### config.mk
export PLATFORM = sky130hd
export DESIGN_NAME = hazard3_fetch_ahbl
export DESIGN_NICKNAME = d
export VERILOG_FILES = /design/src/rtl/hazard3_fetch_ahbl.sv
export SDC_FILE = /design/constraint.sdc
export NUM_CORES = 1
export LEC_CHECK = 0
export BUFFER_PORTS_ARGS = -buffer_cell sky130_fd_sc_hd__buf_4
export CAP_MARGIN = 25
export CORE_AREA = 2 2 72 74
export DETAILED_ROUTE_END_ITERATION = 10
export DIE_AREA = 0 0 74 76
export GPL_ROUTABILITY_DRIVEN = 0
export PLACE_DENSITY = 0.67
export SLEW_MARGIN = 0
export SYNTH_ARGS = -nofsm -noshare
export SYNTH_HDL_FRONTEND = slang
export SYNTH_SLANG_ARGS = --single-unit
### constraint.sdc
create_clock -name clk -period 1.5 [get_ports clk]
set_input_delay 0.225 -clock clk [delete_from_list [all_inputs] [get_ports clk]]
set_output_delay 0.225 -clock clk [all_outputs]
set_load 0.1 [all_outputs]
### src/rtl/hazard3_fetch_ahbl.sv
// AHB-Lite instruction fetch adapter: one address phase + one data phase in flight.
// Optional macro HAZARD3_FETCH_RESP_REG_EN registers the response outputs (+1 cycle latency).
module hazard3_fetch_ahbl #(
  parameter int unsigned W_ADDR      = 32,
  parameter int unsigned W_DATA      = 32,
  parameter logic [3:0]  HPROT_FETCH = 4'b0010
) (
  input  logic              clk,
  input  logic              rst,

  input  logic              mem_size,
  input  logic [W_ADDR-1:0] mem_addr,
  input  logic              mem_addr_vld,
  output logic              mem_addr_rdy,
  output logic [W_DATA-1:0] mem_data,
  output logic              mem_data_vld,
  output logic              mem_data_err,

  output logic [W_ADDR-1:0] haddr,
  output logic [1:0]        htrans,
  output logic [2:0]        hsize,
  output logic              hwrite,
  output logic [2:0]        hburst,
  output logic [3:0]        hprot,
  output logic              hmastlock,
  output logic [W_DATA-1:0] hwdata,
  input  logic              hready,
  input  logic              hresp,
  input  logic [W_DATA-1:0] hrdata
);

  localparam logic [1:0] HTRANS_IDLE   = 2'b00;
  localparam logic [1:0] HTRANS_NONSEQ = 2'b10;
  localparam logic [2:0] HBURST_SINGLE = 3'b000;

  typedef enum logic [1:0] {
    S_IDLE = 2'd0,
    S_DPH  = 2'd1,
    S_ERR2 = 2'd2
  } state_t;

  state_t state;
  state_t state_nxt;

  // Low for the first cycle after reset release so the bus stays idle one cycle.
  logic bus_en;

  logic err_first;
  logic nonseq;
  logic accept;
  logic resp_vld;
  logic resp_err;

  always_ff @(posedge clk) begin
    if (rst) begin
      state  <= S_IDLE;
      bus_en <= 1'b0;
    end else begin
      state  <= state_nxt;
      bus_en <= 1'b1;
    end
  end

  always_comb begin
    state_nxt = state;
    resp_vld  = 1'b0;
    resp_err  = 1'b0;
    err_first = (state == S_DPH) && hresp && !hready;
    nonseq    = mem_addr_vld && bus_en && !rst && (state != S_ERR2) && !err_first;
    accept    = nonseq && hready;

    case (state)
      S_IDLE: begin
        if (accept) state_nxt = S_DPH;
      end
      S_DPH: begin
        if (err_first) begin
          state_nxt = S_ERR2;
        end else if (hready) begin
          resp_vld  = !rst;
          resp_err  = hresp && !rst;
          state_nxt = accept ? S_DPH : S_IDLE;
        end
      end
      S_ERR2: begin
        resp_vld  = !rst;
        resp_err  = !rst;
        state_nxt = S_IDLE;
      end
      default: state_nxt = S_IDLE;
    endcase
  end

  // Address phase is a straight pass-through of the request.
  assign haddr        = mem_addr;
  assign hsize        = mem_size ? 3'd2 : 3'd1;
  assign htrans       = nonseq ? HTRANS_NONSEQ : HTRANS_IDLE;
  assign mem_addr_rdy = accept;

  assign hwrite    = 1'b0;
  assign hburst    = HBURST_SINGLE;
  assign hprot     = HPROT_FETCH;
  assign hmastlock = 1'b0;
  assign hwdata    = W_DATA'(0);

`ifdef HAZARD3_FETCH_RESP_REG_EN
  logic [W_DATA-1:0] data_q;
  logic              vld_q;
  logic              err_q;

  always_ff @(posedge clk) begin
    if (rst) begin
      data_q <= W_DATA'(0);
      vld_q  <= 1'b0;
      err_q  <= 1'b0;
    end else begin
      vld_q <= resp_vld;
      err_q <= resp_err;
      if (resp_vld) data_q <= hrdata;
    end
  end

  assign mem_data     = data_q;
  assign mem_data_vld = vld_q;
  assign mem_data_err = err_q;
`else
  assign mem_data     = hrdata;
  assign mem_data_vld = resp_vld;
  assign mem_data_err = resp_err;
`endif

endmodule
==> run metrics, run 1 <==
Overall Global Routing Usage 0.0496; Total Power 0.000894 W; CP endpoint kind output pin; CP Launch Point state[0]$_SDFFE_PP0P_; Synthesis Warnings 0; Yosys reg bits 3; CTS Sinks 3; Die ar. 5620 µm²; Post-DRT Antenna Nets 0; Seq/Total Area, Yosys 0.0572; Max Cap Viol 0; initial antenna violation count 0; slowest cell on the critical path dfxtp_4; clock share of power 0.256; Root Driver clkbuf_8; Port Buf Inserts 11; sw frac 0.656; dpl ws -0.0478 ns; clock buffer depth 2; Num CTS Buffers 3; post-route minimum period approximately 1.7 ns; core area 4910 µm²; part of the cycle the worst path needs 1.14; via count 491; Pins Over Slew Limit 0; worst vdd ir 0.235 mV; die height 76 µm; met2 WL post-DR 607 µm; CP max stage delay 0.36 ns; initial core utilization 0.214; Leak ~0.37 nW; Post-Synthesis Cells 139; vias in the first global route between 400 and 500; R2R Setup Slk roughly 0.050 ns; combinational group share of total power 0.649; R2R cell count 7; Arr. time, crit path 1.49 ns; CTS tree done; outcome finished with violations; Reg-to-Reg End state[0]$_SDFFE_PP0P_; Critical R2R Launch state[0]$_SDFFE_PP0P_; metal3 WL 300 µm; DR WL/cell 9.43 µm; chip width 74 µm; final WL ~1.5 mm; Max Freq 583 MHz; failing checks setup timing; CP max FO 4; kind of critical path reg2out; final hold viol count 0; fillers 561; post-route setup slack -0.215 ns; Startpoint Class flip-flop; Hold/Removal Path Class in2reg; top sig layer met4; Yosys top cell by area buf_4; DP HPWL ~1.2 mm; top post-synthesis cells by area buf_4, dfxtp_1, ha_1, inv_1, a21oi_1; vias per cell between 3 and 4; post-route cell area slightly below 800 µm²; Yosys top cell area share 0.779; share of layout cells above drive strength 1 0.359; RSZ-0062 raised after global routing yes; clk_lat worst skew 0.21 ns; first drt pass iteration count 4; initial DRC count 18; GR Overflow Total 0; Rows 26; largest net degree at the start of global routing 7; H-tree depth 1; Area Growth Syn to Fin -25.0%; Final setup viols 4; critical-path cell list inv_4, ha_4, nor4bb_1, nand2_1, clkinvlp_4, buf_12; Reg clk slew, reported paths 0.03 ns; mapped cell area about 1000 µm²; Setup crit end mem_addr_rdy; final core utilization 0.160; Avg Cell Area, Syn 7.55 µm²; Nets 166; Int Pwr 0.000308 W; drt drc 0; # diodes 0; IO Pins 183; Sw Pwr 0.000587 W; Distinct cells, synth 18; first-pass GRT wire length 2.13 mm; Sequential Power Share 0.095; placed inst area roughly 600 µm²; DRT met1 WL about 370 µm; Clock Skew 0.000101 ns; Cell Pwr Density 1140 nW/µm²; WP data required about 1.3 ns
==> final cells by class <==
cell class / instances / area, µm² / area share
inverters: 6 / 31.3 / 0.0397
multi-input cells: 62 / 374 / 0.475
well taps: 70 / 87.6 / 0.111
clock buffers: 4 / 45.0 / 0.0572
repair buffers: 17 / 181 / 0.231
flip-flops and latches: 3 / 67.6 / 0.0859
==> registers in the layout, summed over array words and instances, names as in the netlist <==
name,flops
bus_en,1
state,2
==> repair_timing <==
action	CTS	global route
resized for setup	19	3
pin swaps	6	4
hold buffers	0	0
buffers inserted	4	1
cloned	0	0
endpoints found under the setup margin	4	4
==> how the worst min path moves through the flow <==
stage	cells past startpoint	end	start	slack (ns)
2_1_floorplan	1	state[1]$_SDFFE_PP0P_	rst	0.29
3_5_place_dp	0	haddr[29]	mem_addr[29]	0.45
5_1_grt	2	state[1]$_SDFFE_PP0P_	rst	0.26
4_1_cts	2	state[1]$_SDFFE_PP0P_	rst	0.24
6_report	2	state[1]$_SDFFE_PP0P_	rst	0.24
3_3_place_gp	0	haddr[29]	mem_addr[29]	0.45
==> cells by family (layout without fill, tap and decap cells) <==
kind of cell | count (synthesis) | after routing | share of synthesized area
adder cells (fa/ha/maj) | 3 | 3 | 0.0358
flip-flops | 3 | 3 | 0.0572
AO/OA/AOI/OAI | 6 | 6 | 0.0334
other | 2 | 43 | 0.00715
AND/OR/NAND/NOR | 10 | 10 | 0.0656
buffers and inverters | 115 | 27 | 0.801
==> placed cells by master, fill, tap and decap left out <==
| cell type | instances |
|---|---|
| clkinvlp_4 | 1 |
| ha_4 | 3 |
| or3_1 | 1 |
| dfxtp_1 | 1 |
| a31oi_1 | 1 |
| conb_1 | 43 |
| buf_6 | 1 |
| nor2_1 | 1 |
| o32ai_2 | 1 |
| clkbuf_8 | 3 |
| nor2b_4 | 1 |
| inv_1 | 3 |
| a21oi_1 | 2 |
| nand3b_1 | 1 |
| a21oi_2 | 2 |
| buf_4 | 12 |
| nand4bb_1 | 1 |
| buf_12 | 4 |
| inv_4 | 2 |
| nor3b_4 | 1 |
| nand3_1 | 1 |
| dfxtp_4 | 2 |
| and2b_1 | 1 |
| nand2_1 | 1 |
| clkbuf_1 | 1 |
| nor4bb_1 | 1 |
==> power groups by stage <==
stage               sequential, W  combinational, W  clock [W]
floorplan               0.0000867           0.00142          0
CTS                     0.0000849          0.000572   0.000235
global route            0.0000850          0.000593   0.000247
finish                  0.0000848          0.000580   0.000229
global placement        0.0000871          0.000550          0
detailed placement      0.0000871          0.000552          0
==> worst max-delay path: cells and delay by family (launching register included) <==
kind,cells,cell delay (ns)
flops,1,0.36
fa+ha+maj,1,0.16
simple gates,2,0.42
buf+inv,3,0.34
==> layer usage <==
layer | up-vias | GRT usage
li1 | 185 | -
met3 | 36 | 0.0437
met2 | 70 | 0.0571
met5 | - | 0
met1 | 200 | 0.0361
met4 | 0 | 0.0818
==> cell usage after synthesis <==
cell type,number
buf_4,109
inv_1,6
a21oi_1,4
dfxtp_1,3
ha_1,3
conb_1,2
a31oi_1,1
and2b_1,1
nand2_1,1
nand3_1,1
nand3b_1,1
nand4bb_1,1
nor2_1,1
nor2b_1,1
nor3b_1,1
nor4bb_1,1
o32ai_1,1
or3_1,1
==> through the flow <==
stage                     hold WS, ns  setup TNS [ns]  cells
after floorplan                 0.287           -1.11    180
after global placement          0.451         -0.0546    153
after detailed placement        0.451         -0.0663    153
after CTS                       0.237          -0.540    161
after global routing            0.260          -0.882    162
final                           0.243          -0.598    162
No activity file was read; power rests on OpenSTA's default activity.
==> run 2: changes to the inputs <==
--- a/config.mk
+++ b/config.mk
@@ -7,11 +7,12 @@
 export LEC_CHECK = 0
 export BUFFER_PORTS_ARGS = -buffer_cell sky130_fd_sc_hd__buf_4
 export CAP_MARGIN = 25
-export CORE_AREA = 2 2 72 74
+export CORE_AREA = 2 2 70 72
 export DETAILED_ROUTE_END_ITERATION = 10
-export DIE_AREA = 0 0 74 76
+export DIE_AREA = 0 0 72 74
 export GPL_ROUTABILITY_DRIVEN = 0
-export PLACE_DENSITY = 0.67
+export PLACE_DENSITY = 0.71
+export SKIP_CTS_REPAIR_TIMING = 1
 export SLEW_MARGIN = 0
 export SYNTH_ARGS = -nofsm -noshare
 export SYNTH_HDL_FRONTEND = slang
==> constraint.sdc (replaced) <==
create_clock -name clk -period 2 [get_ports clk]
set_input_delay 0.3 -clock clk [delete_from_list [all_inputs] [get_ports clk]]
set_output_delay 0.3 -clock clk [all_outputs]
set_load 0.1 [all_outputs]
==> run 2 against run 1 <==
The run now ends clean. Clock power shrank 24%. Critical path type unchanged. Hold slack better by 0.078 ns. Clock-buffer cell count stayed put. Register-to-register slack gained 0.74 ns. Global-route usage about the same. First-iteration DRC count rose by 50%. Die area down 5.3%. Non-clock buffer count is 6 lower.
==> run metrics, run 2 (same netlist as run 1, synthesis figures left out) <==
WP data required 1.70 ns; clk_lat worst skew 0.21 ns; share of layout cells above drive strength 1 0.267; worst vdd ir 0.229 mV; initial core utilization 0.228; post-route setup slack 0.180 ns; CP max stage delay about 0.32 ns; Max Freq 549 MHz; CTS Sinks 3; core area about 4600 µm²; most common cell after layout, fill and taps aside conb_1; Reg clk slew, reported paths 0.03 ns; initial DRC count 27; dpl ws 0.411 ns; Overall Global Routing Usage 0.0491; Port Buf Inserts 11; # diodes 0; Leak roughly 0.33 nW; final hold viol count 0; outcome finished, final reports clean; CTS tree done; first drt pass iteration count 4; placed inst area 566 µm²; part of the cycle the worst path needs 0.910; max reg flops 2; slowest cell on the critical path dfxtp_2; Cell Pwr Density 1070 nW/µm²; Num CTS Buffers 3; DR WL/cell 10.8 µm; post-route cell area a little over 600 µm²; Startpoint Class flip-flop; kind of critical path reg2out; Pins Over Slew Limit 0; via count 463; largest net degree at the start of global routing 7; most frequent cells in the layout conb_1, buf_4, inv_1, a21oi_1, clkbuf_8; Area Growth Syn to Fin -41.8%; chip width between 70 and 80 µm; initial antenna violation count 0; Nets between 150 and 200; final core utilization 0.133; CP max FO 3; post-route minimum period 1.82 ns; sum of negative setup slack 0 ns; Final setup viols 0; drt drc 0; DP HPWL about 1.3 mm; CP endpoint kind output pin; IO Pins 183; die height 74 µm; Rows 25; first-pass GRT wire length 1.84 mm; Post-DRT Antenna Nets 0; largest reg by FF count state; Arr. time, crit path 1.52 ns; Clock Skew 0.000283 ns; GR Overflow Total 0; Root Driver clkbuf_8; RSZ-0062 raised after global routing no; vias per cell approximately 3.3; vias in the first global route 351; Max Cap Viol 0; Die ar. 5330 µm²; Hold/Removal Path Class in2reg; clock buffer depth 2; H-tree depth 1; critical-path cell list inv_2, ha_2, a21oi_2, nor3b_4, nor2b_4, buf_4; Top Registers state: 2 flops, bus_en: 1 flops; WHS around 0.32 ns; final WL 1.51 mm
run 2: cell types whose count changed in the layout (fill, tap and decap cells not counted), moves of 2 or more:
cell,change
buf_12,-4
ha_4,-3
dfxtp_2,+2
dfxtp_4,-2
ha_2,+2
inv_2,+2
inv_4,-2
run 2: final timing paths:
path | start | end | slack [ns] | cells past startpoint
hold reg to reg | state[0]$_SDFFE_PP0P_ | state[0]$_SDFFE_PP0P_ | 0.52 | 2
setup reg to reg | state[1]$_SDFFE_PP0P_ | state[1]$_SDFFE_PP0P_ | 0.79 | 5
hold / removal | rst | state[1]$_SDFFE_PP0P_ | 0.32 | 2
setup / recovery | state[1]$_SDFFE_PP0P_ | mem_data_err | 0.18 | 6
run 2: power by group:
group,internal (W),switching [W]
clock network,0.000136,0.0000374
registers,0.0000631,0.00000153
logic,0.0000203,0.000394
total,0.000219,0.000433
run 2: critical path, delay by kind of cell (launching register included):
kind,cells,cell delay [ns]
compound gates,1,0.08
fa+ha+maj,1,0.20
buf+inv,2,0.35
flops,1,0.32
simple gates,2,0.35
run 2: through the flow:
stage | power [W] | std cells
after floorplan | 0.00113 | 180
after global placement | 0.000477 | 136
after detailed placement | 0.000478 | 136
after CTS | 0.000655 | 140
after global routing | 0.000676 | 140
final | 0.000652 | 140
run 2: cell type report:
type | count | area, µm²
Sequential cell | 3 | 62.6
Tap cell | 54 | 67.6
Fill cell | 525 | 3990
Inverter | 6 | 22.5
Timing Repair Buffer | 11 | 82.6
Clock buffer | 4 | 45.0
Multi-Input combinational cell | 62 | 330
run 2: layer usage:
| metal | wire length, µm | GRT usage | part of all wire | vias to the layer above |
|---|---|---|---|---|
| met5 | 0 | 0 | 0 | - |
| met2 | 559 | 0.0494 | 0.37 | 70 |
| li1 | - | - | - | 170 |
| met4 | 244 | 0.0964 | 0.16 | 0 |
| met3 | 409 | 0.0569 | 0.27 | 40 |
| met1 | 296 | 0.0301 | 0.20 | 183 |
